[config.mk]
export PLATFORM = sky130hd
export DESIGN_NAME = commit_stage
export DESIGN_NICKNAME = d
export VERILOG_FILES = /design/src/rtl/commit_stage_pkg.sv /design/src/rtl/commit_store_buffer.sv /design/src/rtl/commit_stage.sv
export SDC_FILE = /design/constraint.sdc
export NUM_CORES = 1
export LEC_CHECK = 0
export CAP_MARGIN = 15
export CORE_UTILIZATION = 45
export DETAILED_ROUTE_END_ITERATION = 8
export PLACE_DENSITY_LB_ADDON = 0.3
export SLEW_MARGIN = 20
export SYNTH_ARGS = -nofsm -noshare
export SYNTH_HDL_FRONTEND = slang
export SYNTH_SLANG_ARGS = --single-unit
[constraint.sdc]
create_clock -name clk -period 2.6 [get_ports clk]
set_input_delay 0.52 -clock clk [delete_from_list [all_inputs] [get_ports clk]]
set_output_delay 0.52 -clock clk [all_outputs]
set_load 0.01 [all_outputs]
[src/rtl/commit_stage_pkg.sv]
// Shared definitions for the commit stage: instruction encodings and the
// commit FSM state type.
package common_def;

  // A bubble in the execute-commit register; commits but is not retired.
  localparam logic [11:0] NOP     = 12'h000;
  // Opcode field (instruction[11:8]) of the HALT instruction.
  localparam logic [3:0]  OP_HALT = 4'hF;

  typedef enum logic [1:0] {
    ST_RUN    = 2'd0,
    ST_DRAIN  = 2'd1,
    ST_HALTED = 2'd2
  } commit_state_e;

  function automatic logic is_halt(input logic [11:0] instr);
    return instr[11:8] == OP_HALT;
  endfunction

endpackage

[src/rtl/commit_store_buffer.sv]
// Store buffer FIFO between commit and data memory. The head address/data
// and the valid flag are registered, so the memory port sees clean
// register outputs that stay stable until the head is popped.
module commit_store_buffer
  import common_def::*;
#(
  parameter int DEPTH = 2
) (
  input  logic        clk,
  input  logic        rst,
  input  logic        i_push,
  input  logic [9:0]  i_push_addr,
  input  logic [11:0] i_push_data,
  input  logic        i_pop,
  output logic [9:0]  o_head_addr,
  output logic [11:0] o_head_data,
  output logic        o_valid,
  output logic        o_full,
  output logic        o_empty
);

  localparam int PW = (DEPTH > 1) ? $clog2(DEPTH) : 1;
  localparam int CW = $clog2(DEPTH + 1);
  localparam logic [CW-1:0] FULL_CNT = CW'(DEPTH);
  localparam logic [PW-1:0] LAST_IDX = PW'(DEPTH - 1);

  logic [21:0]   r_mem [DEPTH];
  logic [PW-1:0] r_rd_ptr;
  logic [PW-1:0] r_wr_ptr;
  logic [CW-1:0] r_count;
  logic [9:0]    r_head_addr;
  logic [11:0]   r_head_data;
  logic          r_valid;

  logic          w_push;
  logic          w_pop;
  logic [PW-1:0] w_rd_nxt;
  logic [PW-1:0] w_wr_nxt;
  logic [CW-1:0] w_count_nxt;
  logic [21:0]   w_head_nxt;

  // Pointers wrap at DEPTH, which need not be a power of two.
  function automatic logic [PW-1:0] ptr_inc(input logic [PW-1:0] p);
    return (p == LAST_IDX) ? '0 : p + PW'(1);
  endfunction

  // Accept/pop qualification, next occupancy and the next head entry.
  always_comb begin
    w_push      = i_push && (r_count != FULL_CNT);
    w_pop       = i_pop && (r_count != '0);
    w_rd_nxt    = ptr_inc(r_rd_ptr);
    w_wr_nxt    = ptr_inc(r_wr_ptr);
    w_count_nxt = r_count;
    case ({w_push, w_pop})
      2'b10:   w_count_nxt = r_count + CW'(1);
      2'b01:   w_count_nxt = r_count - CW'(1);
      default: w_count_nxt = r_count;
    endcase
    w_head_nxt = {r_head_addr, r_head_data};
    if (w_count_nxt == '0) begin
      w_head_nxt = '0;
    end else if (r_count == '0) begin
      // Push into an empty buffer: the new entry becomes the head.
      w_head_nxt = {i_push_addr, i_push_data};
    end else if (w_pop) begin
      // With one entry left and a simultaneous push, the pushed entry is
      // the new head; otherwise the next stored entry moves up.
      if (r_count == CW'(1)) w_head_nxt = {i_push_addr, i_push_data};
      else                   w_head_nxt = r_mem[w_rd_nxt];
    end
  end

  // Control state: pointers, occupancy and the registered head view.
  always_ff @(posedge clk) begin
    if (rst) begin
      r_rd_ptr    <= '0;
      r_wr_ptr    <= '0;
      r_count     <= '0;
      r_head_addr <= '0;
      r_head_data <= '0;
      r_valid     <= 1'b0;
    end else begin
      if (w_pop)  r_rd_ptr <= w_rd_nxt;
      if (w_push) r_wr_ptr <= w_wr_nxt;
      r_count     <= w_count_nxt;
      r_head_addr <= w_head_nxt[21:12];
      r_head_data <= w_head_nxt[11:0];
      r_valid     <= (w_count_nxt != '0);
    end
  end

  // Entry storage carries data only, so it is left out of reset.
  always_ff @(posedge clk) begin
    if (w_push) r_mem[r_wr_ptr] <= {i_push_addr, i_push_data};
  end

  assign o_head_addr = r_head_addr;
  assign o_head_data = r_head_data;
  assign o_valid     = r_valid;
  assign o_full      = (r_count == FULL_CNT);
  assign o_empty     = (r_count == '0);

endmodule

[src/rtl/commit_stage.sv]
// Commit stage: retires the instruction held in the execute-commit
// register, writes the register file, buffers stores toward data memory,
// counts retired instructions and handles HALT (drain stores, then stop).
module commit_stage
  import common_def::*;
#(
  parameter int SB_DEPTH = 2
) (
  input  logic        clk,
  input  logic        rst,
  input  logic        mem_store_EC,
  input  logic        reg_write_en_EC,
  input  logic [3:0]  reg_write_addr_EC,
  input  logic [11:0] execute_result_EC,
  input  logic [11:0] instruction_EC,
  input  logic [9:0]  pc_plus_1_EC,
  output logic        write_enable_EC,
  output logic        clear_EC,
  output logic        rf_we,
  output logic [3:0]  rf_waddr,
  output logic [11:0] rf_wdata,
  output logic        dmem_req,
  output logic [9:0]  dmem_addr,
  output logic [11:0] dmem_wdata,
  input  logic        dmem_ack,
  output logic [15:0] instret,
  output logic        halted,
  output logic [9:0]  halt_pc
);

  commit_state_e r_state;
  commit_state_e w_state_nxt;

  logic        w_ready;
  logic        w_commit;
  logic        w_halt_commit;
  logic        w_push;
  logic        w_sb_full;
  logic        w_sb_empty;
  logic        w_sb_valid;
  logic [9:0]  w_head_addr;
  logic [11:0] w_head_data;
  logic [9:0]  w_push_addr;

  logic        r_rf_we;
  logic [3:0]  r_rf_waddr;
  logic [11:0] r_rf_wdata;
  logic [15:0] r_instret;
  logic        r_halted;
  logic [9:0]  r_halt_pc;

  assign w_push_addr = {2'b00, instruction_EC[7:0]};

  // Commit decision and FSM next state. A full buffer stalls only stores;
  // a pop in the same cycle does not free a slot early. Reset suppresses
  // commit so nothing is pushed, counted or flushed in a reset cycle.
  always_comb begin
    w_ready       = !(mem_store_EC && w_sb_full);
    w_commit      = !rst && (r_state == ST_RUN) && w_ready;
    w_halt_commit = w_commit && is_halt(instruction_EC);
    w_push        = w_commit && mem_store_EC;
    w_state_nxt   = r_state;
    case (r_state)
      ST_RUN:    if (w_halt_commit) w_state_nxt = ST_DRAIN;
      ST_DRAIN:  if (w_sb_empty)    w_state_nxt = ST_HALTED;
      ST_HALTED: w_state_nxt = ST_HALTED;
      default:   w_state_nxt = ST_RUN;
    endcase
  end

  // FSM state register.
  always_ff @(posedge clk) begin
    if (rst) r_state <= ST_RUN;
    else     r_state <= w_state_nxt;
  end

  // Registered register-file write port, one cycle after commit.
  always_ff @(posedge clk) begin
    if (rst) begin
      r_rf_we    <= 1'b0;
      r_rf_waddr <= '0;
      r_rf_wdata <= '0;
    end else begin
      r_rf_we <= w_commit && reg_write_en_EC;
      if (w_commit && reg_write_en_EC) begin
        r_rf_waddr <= reg_write_addr_EC;
        r_rf_wdata <= execute_result_EC;
      end
    end
  end

  // Retired-instruction counter (bubbles excluded) and halt bookkeeping.
  always_ff @(posedge clk) begin
    if (rst) begin
      r_instret <= '0;
      r_halted  <= 1'b0;
      r_halt_pc <= '0;
    end else begin
      if (w_commit && (instruction_EC != NOP)) r_instret <= r_instret + 16'd1;
      if (w_halt_commit) r_halt_pc <= pc_plus_1_EC;
      r_halted <= (w_state_nxt == ST_HALTED);
    end
  end

  commit_store_buffer #(
    .DEPTH (SB_DEPTH)
  ) u_sb (
    .clk         (clk),
    .rst         (rst),
    .i_push      (w_push),
    .i_push_addr (w_push_addr),
    .i_push_data (execute_result_EC),
    .i_pop       (dmem_ack),
    .o_head_addr (w_head_addr),
    .o_head_data (w_head_data),
    .o_valid     (w_sb_valid),
    .o_full      (w_sb_full),
    .o_empty     (w_sb_empty)
  );

  assign write_enable_EC = w_commit;
  assign clear_EC        = w_halt_commit;
  assign rf_we           = r_rf_we;
  assign rf_waddr        = r_rf_waddr;
  assign rf_wdata        = r_rf_wdata;
  assign dmem_req        = w_sb_valid;
  assign dmem_addr       = w_head_addr;
  assign dmem_wdata      = w_head_data;
  assign instret         = r_instret;
  assign halted          = r_halted;
  assign halt_pc         = r_halt_pc;

endmodule

Word level (Yosys, flattened, before mapping). Memory sizes are Yosys's and may differ from the RTL's. Index checks and enable logic that the tools add are counted.

Flip-flop bits (word level): 73. Memory bits (writable): 40. Input port bits: 43. Output and inout port bits: 69. Word-level logic and storage cells: 60. Memories kept: 1.

Add/sub/neg operators: 5. Equal/unequal tests: 9. Multiplexer cells: 11. Reduce and logical (&&, ||, !) cells: 20.

Memories: u_sb.r_mem (depth 2, bits a word 20, rd ports 1, clocked after memory_dff 0, wr ports 1, line commit_store_buffer.sv:27) `logic [21:0] r_mem [DEPTH];`.

Operator list (count): 20-bit 2-to-1 mux (2); 22-bit 2-to-1 mux (1); 16-bit by 1-bit adder with 16-bit output, second input constant (1); 12-bit nonzero test (1); 1-bit logical AND (9); 2-bit == test, second input constant (4); 2-bit by 1-bit == test with 1-bit output, second input constant (3); 2-bit zero test (3); 2-bit one-hot mux with 3 select lines (1); 2-bit nonzero test (3); 4-bit == test, second input constant (1); 1-bit 2-to-1 mux (4); 2-bit 2-to-1 mux (2); 2-bit one-hot mux with 2 select lines (1); 3-bit OR reduction (1); 1-bit adder, second input constant (2); 2-bit by 1-bit adder with 2-bit output, second input constant (1); 1-bit zero test (2); 2-bit != test, second input constant (1); 2-bit OR reduction (1); 2-bit by 1-bit subtractor with 2-bit output, second input constant (1).

Logic depth before layout (Yosys ltp).
Depth in word-level cells: 10. Depth in mapped cells: 9. Gate-level depth less buffers: 8.

By module. Synthesis repeated with hierarchy kept, for this count alone.

Cell total of the unflattened synthesis: 452. Area, all modules: 4877.2 um^2.

By module, submodules not included: commit_store_buffer (instances 1, cells each 227, area each 2967.8 um^2, sequential area each 1861.8 um^2); commit_stage (instances 1, cells each 225, area each 1909.3 um^2, sequential area each 920.9 um^2).

Worst setup path after synthesis. Ideal clock, no wire load.

Kind: input-to-reg. From: input rst. To: memory u_sb.r_mem[0][0] (netlist bit) (enable). Setup time: 0.397 ns. Data arrival time: 1.868 ns. Required time: 2.203 ns. Slack: 0.336 ns. Stages: 4. Path buffers: 1. Path through: buf_6 > nor3_1 > nand2_1 > nor2_1.

Cells in the longest elaborated chain, start to end: 7.

Ends and longest elaborated chain: start: declaration (line commit_stage.sv:10) `input logic rst,`; 1-bit zero test (line commit_stage.sv:59) `w_commit = !rst && (r_state == ST_RUN) && w_ready;`; 1-bit logical AND (2 in a row) (line commit_stage.sv:59); 1-bit logical AND (line commit_stage.sv:61) `w_push = w_commit && mem_store_EC;`; 1-bit logical AND (line commit_store_buffer.sv:49) `w_push = i_push && (r_count != FULL_CNT);`; 1-bit 2-to-1 mux (line commit_store_buffer.sv:94) `if (w_push) r_mem[r_wr_ptr] <= {i_push_addr, i_push_data};`; 1-bit 2-to-1 mux (not written as such) (line commit_store_buffer.sv:94); end: declaration (line commit_store_buffer.sv:27).

No other way between the ends.

Final worst setup path.
From: input mem_store_EC. To: output clear_EC.

Cells in the longest elaborated chain, start to end: 4.

Ends and longest elaborated chain: start: declaration (line commit_stage.sv:11) `input logic mem_store_EC,`; 1-bit logical AND (line commit_stage.sv:58) `w_ready = !(mem_store_EC && w_sb_full);`; 1-bit zero test (line commit_stage.sv:58); 1-bit logical AND (line commit_stage.sv:59); 1-bit logical AND (line commit_stage.sv:60) `w_halt_commit = w_commit && is_halt(instruction_EC);`; end: declaration (line commit_stage.sv:18) `output logic clear_EC,`.

No other way between the ends.

==> run metrics <==
Layout area overhead 33.7%; worst hold path class reg -> reg; DRT Pass-1 Iters 4; worst setup path class in -> out; Fin Setup TNS 0 ps; proportion of layout cells with a drive suffix above 1 9.84%; met3 usage 4.70%; Fin. Hold Viols 0; I/O pin count 112; largest net degree at the start of global routing 52; clk sinks 111; status finished, final reports clean; Port Buffer Count 109; vias in the first global route 3686; critical path launch point type input port; slew at the pin closest to its max-slew limit 523 ps; design area 6170 um2; Gate Count Post-Synth 434; CTS hold repair buffers 0; Max stage delay on crit path 460 ps; critical path, cell by cell clkdlybuf4s50_1 > a2111o_1 > nor2_2 > buf_4 > dlygate4sd2_1; Crit path required time 2080 ps; Net Sw Frac 33.0%; GPL Wtd Cong 0.788; number of max-cap violations 0; worst-skew pair later-pin latency 360 ps; CTS tree done; min cycle time layout 2470 ps; Netlist cell types 43; CTS buffer count 9; remaining antenna violation count after routing 0; wire per inst 16.8 um; yosys warns 0; Core Region 9860 um2; multi-input logic area 1840 um2; DIE AREA 10700 um2; Initial Utilization 46.8%; clock share of power 21.3%; fmax 0.404 GHz; Post-synth EDFFs 40; relative slew slack 65.0%; RSZ-0062 raised after global routing no; Chip Height 103 um; Final WS setup 127 ps; Yosys reg bits 111; PwrDens 752 nW/um2; first-pass GRT wire length 18.4 mm; hpwl dp 8.01 mm; Die W 103 um; gr usage total 22.8%; drt first-iter violations 236; Setup violations, final 0; via/cell ratio 5.50; power share of the sequential group 45.8%; most used flip-flop cell after synthesis dfxtp_1; CP max stage cell a2111o_1; initial antenna violation count 0; P_leak 2.08 nW; Worst-path clk slew 110 ps; Peak VDD IR 0.480 mV; fin crit share 95.1%; Clock Path Buffers 2; GRT met1 Usage 28.0%; final core occ 62.5%; grt total ovfl 0; asr flop ratio synth 0%; num rows 36; CP Capture Type output port; Syn Area/Cell 10.6 um2; met2 GRT Util 39.4%; post-synth design cell area 4620 um2; final setup skew 15.2 ps; drt total wl 11.6 mm; DR vias 3805; DP Area 5990 um2; busiest grt layer met2; Seq/Total Area, Yosys 56.8%; filler instances 828; # diodes 0; Sequential cell area 2620 um2; Slew Viols, Final 0; Tot Pwr 4.64 mW; Comb power frac 33.0%; clock root cell clkbuf_8; fin nets 601; pre-CTS setup slack -188 ps; H-tree Lvls 3; Sw Pwr 1.53 mW; crit-path max FO 2; CP arrival 1950 ps; drt drc 0; internal power 3.11 mW
[flip-flops by register name (all words and copies together) (netlist names)]
register	cells
halt_pc	10
halted	1
instret	16
r_state	2
rf_waddr	4
rf_wdata	12
rf_we	1
u_sb.o_head_addr	8
u_sb.o_head_data	12
u_sb.o_valid	1
u_sb.r_count	2
u_sb.r_mem	40
u_sb.r_rd_ptr	1
u_sb.r_wr_ptr	1
[power by group through the flow]
stage,clock network (mW),registers (mW),logic (mW)
5_1_grt,1.08,2.15,1.67
3_3_place_gp,0,2.15,1.48
3_5_place_dp,0,2.16,1.53
2_1_floorplan,0,2.21,0.792
4_1_cts,1.02,2.12,1.54
6_report,0.987,2.12,1.53
[cells by family (layout without fill, tap and decap cells)]
family / after synthesis / after routing / share of synthesized area, %
compound gates: 92 / 92 / 11.5
xor+xnor: 3 / 3 / 0.569
fa+ha+maj: 4 / 4 / 1.08
buf+inv: 37 / 161 / 3.66
flops: 111 / 111 / 56.8
mux: 53 / 53 / 11.5
other cells: 1 / 2 / 0.0812
simple gates: 133 / 133 / 14.8
[cell type report]
type	instances	area share, %
Clock buffer	9	2.01
Clock inverter	7	0.973
Tap cell	133	2.70
Timing Repair Buffer	139	21.6
Inverter	6	0.385
Sequential cell	111	42.5
Multi-Input combinational cell	287	29.8
[per-layer routing]
layer  up-vias  share of wire, %
li1       1837                 -
met3        14               6.6
met5         -                 0
met4         0               1.7
met1      1811                42
met2       143                49
[repair_timing]
item                                    4_1_cts  5_1_grt
endpoints found under the setup margin        2        0
buffers inserted                              0        0
resized for setup                             3        0
[cells in the final DEF, fill, tap and decap left out, drive strengths merged, types with 3 or more instances in the layout]
cell type      count
o41ai              3
nor4              23
nor3               4
ha                 4
nand2b             4
edfxtp            40
a21oi             30
nand4              3
or4                8
inv               10
clkdlybuf4s50    106
mux2i             52
and3               3
buf               31
dfxtp             71
nor2b              3
nand2             44
o31ai              6
clkbuf             9
clkinv             3
nand3              8
nor2              20
o21ai             46
or3                5
[stage by stage]
| stage | cells | hold slack [ps] |
|---|---|---|
| finish | 692 | 464 |
| global route | 692 | 491 |
| CTS | 692 | 470 |
| detailed placement | 676 | 455 |
| global placement | 676 | 441 |
| floorplan | 435 | 481 |
[synth_stat cells, drive strengths merged, types with 3 or more instances]
cell,n,share of area (%)
o31ai,6,0.98
buf,9,1.4
nand2b,4,0.54
edfxtp,40,26
inv,4,0.33
nor2b,3,0.41
nor2,20,1.6
mux2i,52,11
nor4,23,3.1
or4,8,1.3
o21ai,46,5.0
or3,5,0.68
nand3,8,0.87
nor3,4,0.43
nand4,3,0.41
dfxtp,71,31
a21oi,30,3.3
and3,3,0.41
nand2,44,3.6
o41ai,3,0.57
ha,4,1.1
clkbuf,22,1.8
[final timing paths]
check        cells past startpoint       startpoint                   to  slack [ps]
max                              5     mem_store_EC             clear_EC         130
min                              2      rf_waddr[2]          rf_waddr[2]         460
max reg2reg                      7  u_sb.r_count[1]  u_sb.o_head_data[9]         220
min reg2reg                      2      rf_waddr[2]          rf_waddr[2]         460
[critical path, delay by kind of cell]
kind,cells,cell delay (ps)
and+or+nand+nor,1,140
AOI/OAI and AO/OA,1,460
buffers and inverters,3,840
(Power assumes the default switching activity.)
